**config.mk**
```make
export PLATFORM = sky130hd
export DESIGN_NAME = text_row_renderer
export DESIGN_NICKNAME = d
export VERILOG_FILES = /design/src/rtl/text_row_renderer_pkg.sv /design/src/rtl/text_row_renderer_pixel_shift8.sv /design/src/rtl/text_row_renderer.sv
export SDC_FILE = /design/constraint.sdc
export NUM_CORES = 1
export LEC_CHECK = 0
export ABC_AREA = 1
export ABC_CLOCK_PERIOD_IN_PS = 3630
export CAP_MARGIN = 20
export CORE_UTILIZATION = 57
export DETAILED_ROUTE_END_ITERATION = 7
export GPL_TIMING_DRIVEN = 0
export HOLD_SLACK_MARGIN = 0.03
export PLACE_DENSITY = 0.91
export SLEW_MARGIN = 10
export SYNTH_ARGS = -nofsm -noshare
export SYNTH_HDL_FRONTEND = slang
export SYNTH_SLANG_ARGS = --single-unit
export TNS_END_PERCENT = 1
```
**constraint.sdc**
```tcl
create_clock -name clk -period 3.63 [get_ports clk]
set_clock_uncertainty 0.1 [all_clocks]
set_input_delay 0.726 -clock clk [delete_from_list [all_inputs] [get_ports clk]]
set_output_delay 0.726 -clock clk [all_outputs]
set_load 0.01 [all_outputs]
```
**src/rtl/text_row_renderer_pkg.sv**
```systemverilog
// Shared types and widths for the text-mode row renderer.
package text_row_renderer_pkg;

  typedef enum logic [1:0] {
    IDLE  = 2'd0,
    FETCH = 2'd1,
    DRAIN = 2'd2
  } state_t;

  localparam int unsigned CG_ADDR_W   = 10;
  localparam int unsigned CG_ROW_W    = 4;
  localparam int unsigned VRAM_ADDR_W = 9;
  localparam int unsigned INV_BIT     = 7;
  localparam int unsigned CHAR_W      = 8;
  localparam int unsigned GLYPH_W     = 6;
  localparam int unsigned PX_W        = 3;

  // charGen address: glyph index in the upper bits, scanline within the cell below.
  function automatic logic [CG_ADDR_W-1:0] cg_address(input logic [GLYPH_W-1:0] glyph,
                                                      input logic [CG_ROW_W-1:0] row);
    return {glyph, row};
  endfunction

endpackage

```
**src/rtl/text_row_renderer_pixel_shift8.sv**
```systemverilog
// 8-bit parallel-load serializer; MSB is the current pixel, zeros shift in.
module pixel_shift8 (
  input  logic       clk,
  input  logic       reset_n,
  input  logic       clear,
  input  logic       load,
  input  logic       shift,
  input  logic [7:0] din,
  output logic       msb
);

  logic [7:0] q;

  // Clear wins over load, load wins over shift.
  always_ff @(posedge clk or negedge reset_n) begin
    if (!reset_n) begin
      q <= '0;
    end else if (clear) begin
      q <= '0;
    end else if (load) begin
      q <= din;
    end else if (shift) begin
      q <= {q[6:0], 1'b0};
    end
  end

  assign msb = q[7];

endmodule

```
**src/rtl/text_row_renderer.sv**
```systemverilog
// Text-mode row renderer: fetches char codes, addresses charGen and serializes glyph rows.
module text_row_renderer
  import text_row_renderer_pkg::*;
#(
  parameter int unsigned COLS           = 32,
  parameter int unsigned ROWS           = 16,
  parameter int unsigned LINES_PER_CHAR = 12,
  parameter int unsigned VRAM_BASE      = 0
) (
  input  logic                   clk,
  input  logic                   reset_n,
  input  logic                   frame_start,
  input  logic                   line_start,
  output logic                   vram_re,
  output logic [VRAM_ADDR_W-1:0] vram_addr,
  input  logic [CHAR_W-1:0]      vram_data,
  output logic [CG_ADDR_W-1:0]   cg_addr,
  input  logic [CHAR_W-1:0]      cg_data,
  output logic                   pix,
  output logic                   pix_en
);

  localparam int unsigned COL_W = (COLS > 1) ? $clog2(COLS) : 1;
  localparam int unsigned ROW_W = (ROWS > 1) ? $clog2(ROWS) : 1;

  state_t              state;
  logic [COL_W-1:0]    col;
  logic [PX_W-1:0]     px;
  logic [CG_ROW_W-1:0] line_row;
  logic [CG_ROW_W-1:0] lr_base;
  logic [CG_ROW_W-1:0] lr_next;
  logic [ROW_W-1:0]    char_row;
  logic [ROW_W-1:0]    cr_base;
  logic [ROW_W-1:0]    cr_next;
  logic [CHAR_W-1:0]   char_q;
  logic [CHAR_W-1:0]   glyph;
  logic                last_px;
  logic                line_done;
  logic                sh_clear;
  logic                sh_load;
  logic                sh_shift;
  logic                unused_char_bits;

  // VRAM address of a character cell in the given text row.
  function automatic logic [VRAM_ADDR_W-1:0] fetch_addr(input logic [ROW_W-1:0] r,
                                                        input logic [COL_W-1:0] c);
    return VRAM_ADDR_W'(VRAM_BASE + 32'(r) * COLS + 32'(c));
  endfunction

  // Row bookkeeping (frame_start clears before any advance) and serializer control.
  always_comb begin
    last_px   = (px == PX_W'(7));
    lr_base   = frame_start ? '0 : line_row;
    cr_base   = frame_start ? '0 : char_row;
    line_done = (state == DRAIN) && last_px && !line_start;
    lr_next   = lr_base;
    cr_next   = cr_base;
    if (line_done) begin
      if (lr_base == CG_ROW_W'(LINES_PER_CHAR - 1)) begin
        lr_next = '0;
        cr_next = (cr_base == ROW_W'(ROWS - 1)) ? '0 : cr_base + ROW_W'(1);
      end else begin
        lr_next = lr_base + CG_ROW_W'(1);
      end
    end
    glyph    = cg_data ^ {CHAR_W{char_q[INV_BIT]}};
    sh_clear = line_start || ((state == DRAIN) && last_px);
    sh_load  = (state == FETCH) && last_px;
    sh_shift = (state != IDLE);
  end

  // Only the inverse-video bit of the latched code is needed after the charGen address is formed.
  assign unused_char_bits = ^char_q[INV_BIT-1:0];

  // Slot sequencer: one 8-cycle slot per column, then a drain slot for the last glyph.
  always_ff @(posedge clk or negedge reset_n) begin
    if (!reset_n) begin
      state     <= IDLE;
      col       <= '0;
      px        <= '0;
      line_row  <= '0;
      char_row  <= '0;
      char_q    <= '0;
      vram_re   <= 1'b0;
      vram_addr <= '0;
      cg_addr   <= '0;
      pix_en    <= 1'b0;
    end else begin
      line_row <= lr_next;
      char_row <= cr_next;
      vram_re  <= 1'b0;
      if (line_start) begin
        state     <= FETCH;
        col       <= '0;
        px        <= '0;
        vram_re   <= 1'b1;
        vram_addr <= fetch_addr(cr_base, COL_W'(0));
        pix_en    <= 1'b0;
      end else begin
        case (state)
          IDLE: begin
          end
          FETCH: begin
            px <= px + PX_W'(1);
            if (px == PX_W'(1)) begin
              char_q  <= vram_data;
              cg_addr <= cg_address(vram_data[GLYPH_W-1:0], lr_base);
            end
            if (last_px) begin
              pix_en <= 1'b1;
              if (col == COL_W'(COLS - 1)) begin
                state <= DRAIN;
                col   <= '0;
              end else begin
                col       <= col + COL_W'(1);
                vram_re   <= 1'b1;
                vram_addr <= fetch_addr(cr_base, col + COL_W'(1));
              end
            end
          end
          DRAIN: begin
            px <= px + PX_W'(1);
            if (last_px) begin
              state  <= IDLE;
              pix_en <= 1'b0;
            end
          end
          default: state <= IDLE;
        endcase
      end
    end
  end

  pixel_shift8 u_shift (
    .clk     (clk),
    .reset_n (reset_n),
    .clear   (sh_clear),
    .load    (sh_load),
    .shift   (sh_shift),
    .din     (glyph),
    .msb     (pix)
  );

endmodule

```
# After elaboration in Yosys (flattened, before gate mapping)
# Index checks and enable logic that the tools add are counted.
# word_totals
wordCells	81
input_bits	20
output_inout_bits	22
register_bits	55
# op_classes
reduce_logical	18
muxes	33
eq_ne	12
n_bitwise	2
addsub	5
# ops
cell	count
two-way mux 9 bit	4
two-way mux 4 bit	7
two-way mux 8 bit	3
two-way mux 5 bit	4
adder 9 x 5 -> 9 bit	1
AND reduction 3 bit	3
adder 4 x 1 -> 4 bit, second input constant	2
== test 4 bit, second input constant	2
two-way mux 2 bit	4
nonzero test 2 bit	4
XOR 8 bit	1
two-way mux 1 bit	7
two-way mux 3 bit	2
inequality test 3 bit, second input constant	2
case mux 2 bit (3 select lines)	1
nonzero test 3 bit	2
adder 5 x 1 -> 5 bit, second input constant	1
== test 5 bit, second input constant	1
inequality test 2 bit, second input constant	2
AND reduction 4 bit	1
adder 3 x 1 -> 3 bit, second input constant	1
== test 3 x 1 -> 1 bit, second input constant	1
== test 3 bit, second input constant	1
logical AND 1 bit	3
10 further kinds	10

# Logic depth before layout (Yosys ltp)
# depth
ltp_word	6
mapped_depth	10
mapped_depth_nobuf	10

# Cells and area by module
# From an unflattened synthesis, not the netlist that was laid out.
# unflattened
cells_unflattened	305
area_unflattened_um2	2488.6
# modules_own_cells
module	area_per_inst_um2	n_inst	seq_area_each_um2	cells_per_inst
text_row_renderer	2008.2	1	1001.0	237
pixel_shift8	480.5	1	200.2	68

# Worst setup path before layout
# No wires, ideal clock.
# synth_timing
kind	input port to flip-flop
from	input frame_start
to	register char_row[0]
setup_ns	0.117
n_path_buf	0
path_stages	9
required_time_ns	3.413
slack_ns	1.776
arrival_time_ns	1.637
cell_sequence	nor2_1 > ha_1 > nand2_1 > nor2_1 > nand2_1 > inv_2 > nand2_1 > o21ai_1 > inv_1
# synth_via
elab_chain_len	5
elab_cells_between_ends	8
classes_between	1 x add/sub; 2 x eq/ne; 5 x mux
# synth_lines
item	line	text
start, declared	text_row_renderer.sv:12	input logic frame_start,
two-way mux 4 bit	text_row_renderer.sv:54	cr_base = frame_start ? '0 : char_row;
adder 4 x 1 -> 4 bit or == test 4 bit (tied branches)	text_row_renderer.sv:61	cr_next = (cr_base == ROW_W'(ROWS - 1)) ? '0 : cr_base + ROW_W'(1);
two-way mux 4 bit	text_row_renderer.sv:61	
two-way mux 4 bit	text_row_renderer.sv:59	if (lr_base == CG_ROW_W'(LINES_PER_CHAR - 1)) begin
two-way mux 4 bit (*)	text_row_renderer.sv:58	if (line_done) begin
via cr_next[0]	text_row_renderer.sv:34	logic [ROW_W-1:0] cr_next;
end signal, assigned	text_row_renderer.sv:90	char_row <= cr_next;
end, declared	text_row_renderer.sv:32	logic [ROW_W-1:0] char_row;
# The timed path passes the listed nets; every way through them passes the cells marked *.
# A chain may end at the register's enable or synchronous reset.

# Worst setup path in the final report
# layout_timing
from	input frame_start
to	register char_row[0]
# layout_via
elab_cells_between_ends	8
classes_between	1 x add/sub; 2 x eq/ne; 5 x mux
# layout_rtl
item	line	text
two-way mux 4 bit	text_row_renderer.sv:53	lr_base = frame_start ? '0 : line_row;
via lr_base[0]	text_row_renderer.sv:30	logic [CG_ROW_W-1:0] lr_base;
== test 4 bit	text_row_renderer.sv:59	
two-way mux 4 bit	text_row_renderer.sv:59	
two-way mux 4 bit	text_row_renderer.sv:58	
via cr_next[0]	text_row_renderer.sv:34	
# The timed path passes the listed nets, and every way through them passes these cells.

==> flow_metrics.tcl <==
set metrics [dict create \
    status "complete, no violations" \
    slew_viol_final 0 \
    cts_sinks 48 \
    start_util_pct 60.23 \
    whs_ns 0.2171 \
    fin_cells 388 \
    clock_latency_ns 0.31 \
    cts_tree "done" \
    antenna_found_initial 0 \
    met1_length_um 2235 \
    drc 0 \
    crit_path_end_kind "flop" \
    syn-cell-area_um2 2461 \
    die_area_um2 4585 \
    routed_wirelength_um 4920 \
    via_per_inst 5.155 \
    synth.area.top_cells "dfrtp_1 49%, nand2_1 15%, ha_1 5.6%, inv_1 3.7%, nand3_1 3.3%" \
    hold_viol_final 0 \
    cts_buffers 5 \
    core-area_um2 4086 \
    avgRoutedWirePerCell_um 12.68 \
    max_freq_mhz 425.9 \
    grt_pass1_wl_um 8066 \
    tns_ns 0 \
    finalCritPeriodShare_pct 64.69 \
    yosysTopAreaCell "dfrtp_1" \
    yosysSeqAreaShare_pct 48.81 \
    ir_worst_vdd_mv 0.3161 \
    rows 23 \
    synth_seq_cells 48 \
    ctsHtreeMaxLevel 2 \
    fillCellCount 281 \
    syn_to_final_growth_pct 23.39 \
    clockBufferDepth 2 \
    setup_viol 0 \
    drt_iter0_markers 122 \
    nets 368 \
    ant_nets 0 \
    first_pass_iters 4 \
    synth_cell_types 28 \
    post_cts_buffers 0 \
    powerDensity_nw_per_um2 457.6 \
    cts.hold.buffers_added 0 \
    top_layer "met4" \
    ys.warnings.count 0 \
    layout_setup_ws_ns 1.282 \
    vias 2000 \
    worstPathRequired_ns 3.74 \
    cts-root-buf "clkbuf_8" \
    synthCells 289 \
    synth_top_area_share_pct 48.81 \
    ios 42 \
    cp.arrival_ns 2.46 \
    met2_length_um 2364 \
    hold_class "in2async" \
    synth-main-ff-cell "dfrtp_1" \
    p_leak_nw 1.533 \
    critical_path_class "in2reg" \
    grtUsageTotal_pct 24.14 \
    cp_max_fo 5 \
    place_inst 380 \
    dp_hpwl_um 3557 \
    worstMarginPinSlew_ns 0.4757 \
    cp-start-kind "input port" \
    cts.repair.resized 0 \
    post-place-ws_ns 1.035 \
    period_needed_ns 2.348 \
    wl_met3_um 252 \
    place.port_buffers 40 \
    grt_pass1_vias 1900 \
    dieHeight_um 67.71 \
    synth.net_count 320 \
    die_w_um 67.71 \
    antenna_cells 0 \
    synth_edf_count 0 \
    grt_max_degree 34 \
    relSlewSlack_pct 68.19 \
    async_reset_ff_share_pct 100.0 \
    rsz0062_at_grt "false" \
    drive_above_1_share_pct 10.06 \
    syn_avg_cell_area_um2 8.516 \
    maxCapViolations 0 \
    clk_transition_reported_paths_ns 0.09 \
    overflow 0 \
    gp_congestion 0.7723 \
]
registers in the layout (all words and copies together) (netlist names):
name       cells
vram_addr      9
px             3
col            5
pix_en         1
u_shift.q      8
char_q         2
line_row       4
state          2
vram_re        1
cg_addr        9
char_row       4
area by class of cell:
| cell class | count | area, um^2 | share of cell area (%) |
|---|---|---|---|
| timing repair buffer | 41 | 415.4 | 13.68 |
| clock inverter | 2 | 15.01 | 0.4944 |
| buffer | 11 | 80.08 | 2.637 |
| clock buffer | 6 | 82.58 | 2.719 |
| multi-input combinational | 201 | 1066 | 35.11 |
| sequential | 48 | 1201 | 39.55 |
| tap | 50 | 62.56 | 2.060 |
| inverter | 29 | 113.9 | 3.749 |
where the power goes:
group          internal [mW]  total (mW)  switching [mW]
sequential             0.593       0.627          0.0340
combinational          0.209       0.421           0.212
clock                  0.154       0.341           0.187
kinds of logic (layout without fill, tap and decap cells):
family,Yosys count,in the layout,share of synthesized area (%)
simple gates,149,149,27.66
flops,48,48,48.81
buf+inv,40,89,7.880
compound gates,31,31,6.508
fa+ha+maj,11,11,5.592
xor+xnor,10,10,3.559
through the flow:
step / utilization, % / instance area (um^2) / power (mW)
after floorplan: - / 2461 / 0.9065
after global routing: 74.31 / 3037 / 1.471
final: 74.31 / 3037 / 1.390
after detailed placement: 71.92 / 2939 / 1.063
after global placement: 71.56 / 2924 / 1.044
after CTS: 74.31 / 3037 / 1.400
worst max-delay path, stage by stage:
cell and delay, ns:
clkdlybuf4s50_1 0.50, nor2_1 0.35, ha_1 0.28, nand2_1 0.07
nor2_1 0.15, nand2_1 0.13, inv_2 0.08, nand2_1 0.04
o21ai_1 0.07, inv_1 0.05
layer usage:
metal / global-route usage (%) / vias to the layer above
li1: - / 1005
met1: 29.33 / 938
met2: 40.47 / 51
met3: 5.912 / 6
met4: 10.37 / 0
met5: 0 / -
worst paths after layout:
kind                       depth (start not counted)   startpoint  slack, ns      endpoint
max in group asynchronous                          2      reset_n       2.72  vram_addr[3]
hold reg to reg                                    2   cg_addr[5]       0.38    cg_addr[5]
min in group clk                                   2   cg_addr[5]       0.38    cg_addr[5]
setup / recovery                                  10  frame_start       1.28   char_row[0]
hold / removal                                     1      reset_n       0.22  u_shift.q[7]
setup reg to reg                                   8        px[0]       1.59  u_shift.q[2]
synthesized netlist by cell type (3+ instances only):
library cell	count
dfrtp_1	48
ha_1	11
nand2_4	3
buf_4	6
nor2_1	20
nand3_1	16
nand2_1	100
o21ai_1	6
inv_1	24
a21oi_1	8
xnor2_1	8
inv_2	3
o21ai_0	14
placed cells by master, fill, tap and decap left out, types with 3 or more instances in the layout:
cell type        synthesis  final
nand2_1                100    100
dfrtp_1                 48     48
clkdlybuf4s50_1          0     39
inv_1                   24     24
nor2_1                  20     20
nand3_1                 16     16
o21ai_0                 14     14
ha_1                    11     11
xnor2_1                  8      8
a21oi_1                  8      8
o21ai_1                  6      6
buf_4                    6      6
clkbuf_8                 0      6
inv_2                    3      3
nand2_4                  3      3
Power figures use the tool's default switching activity.
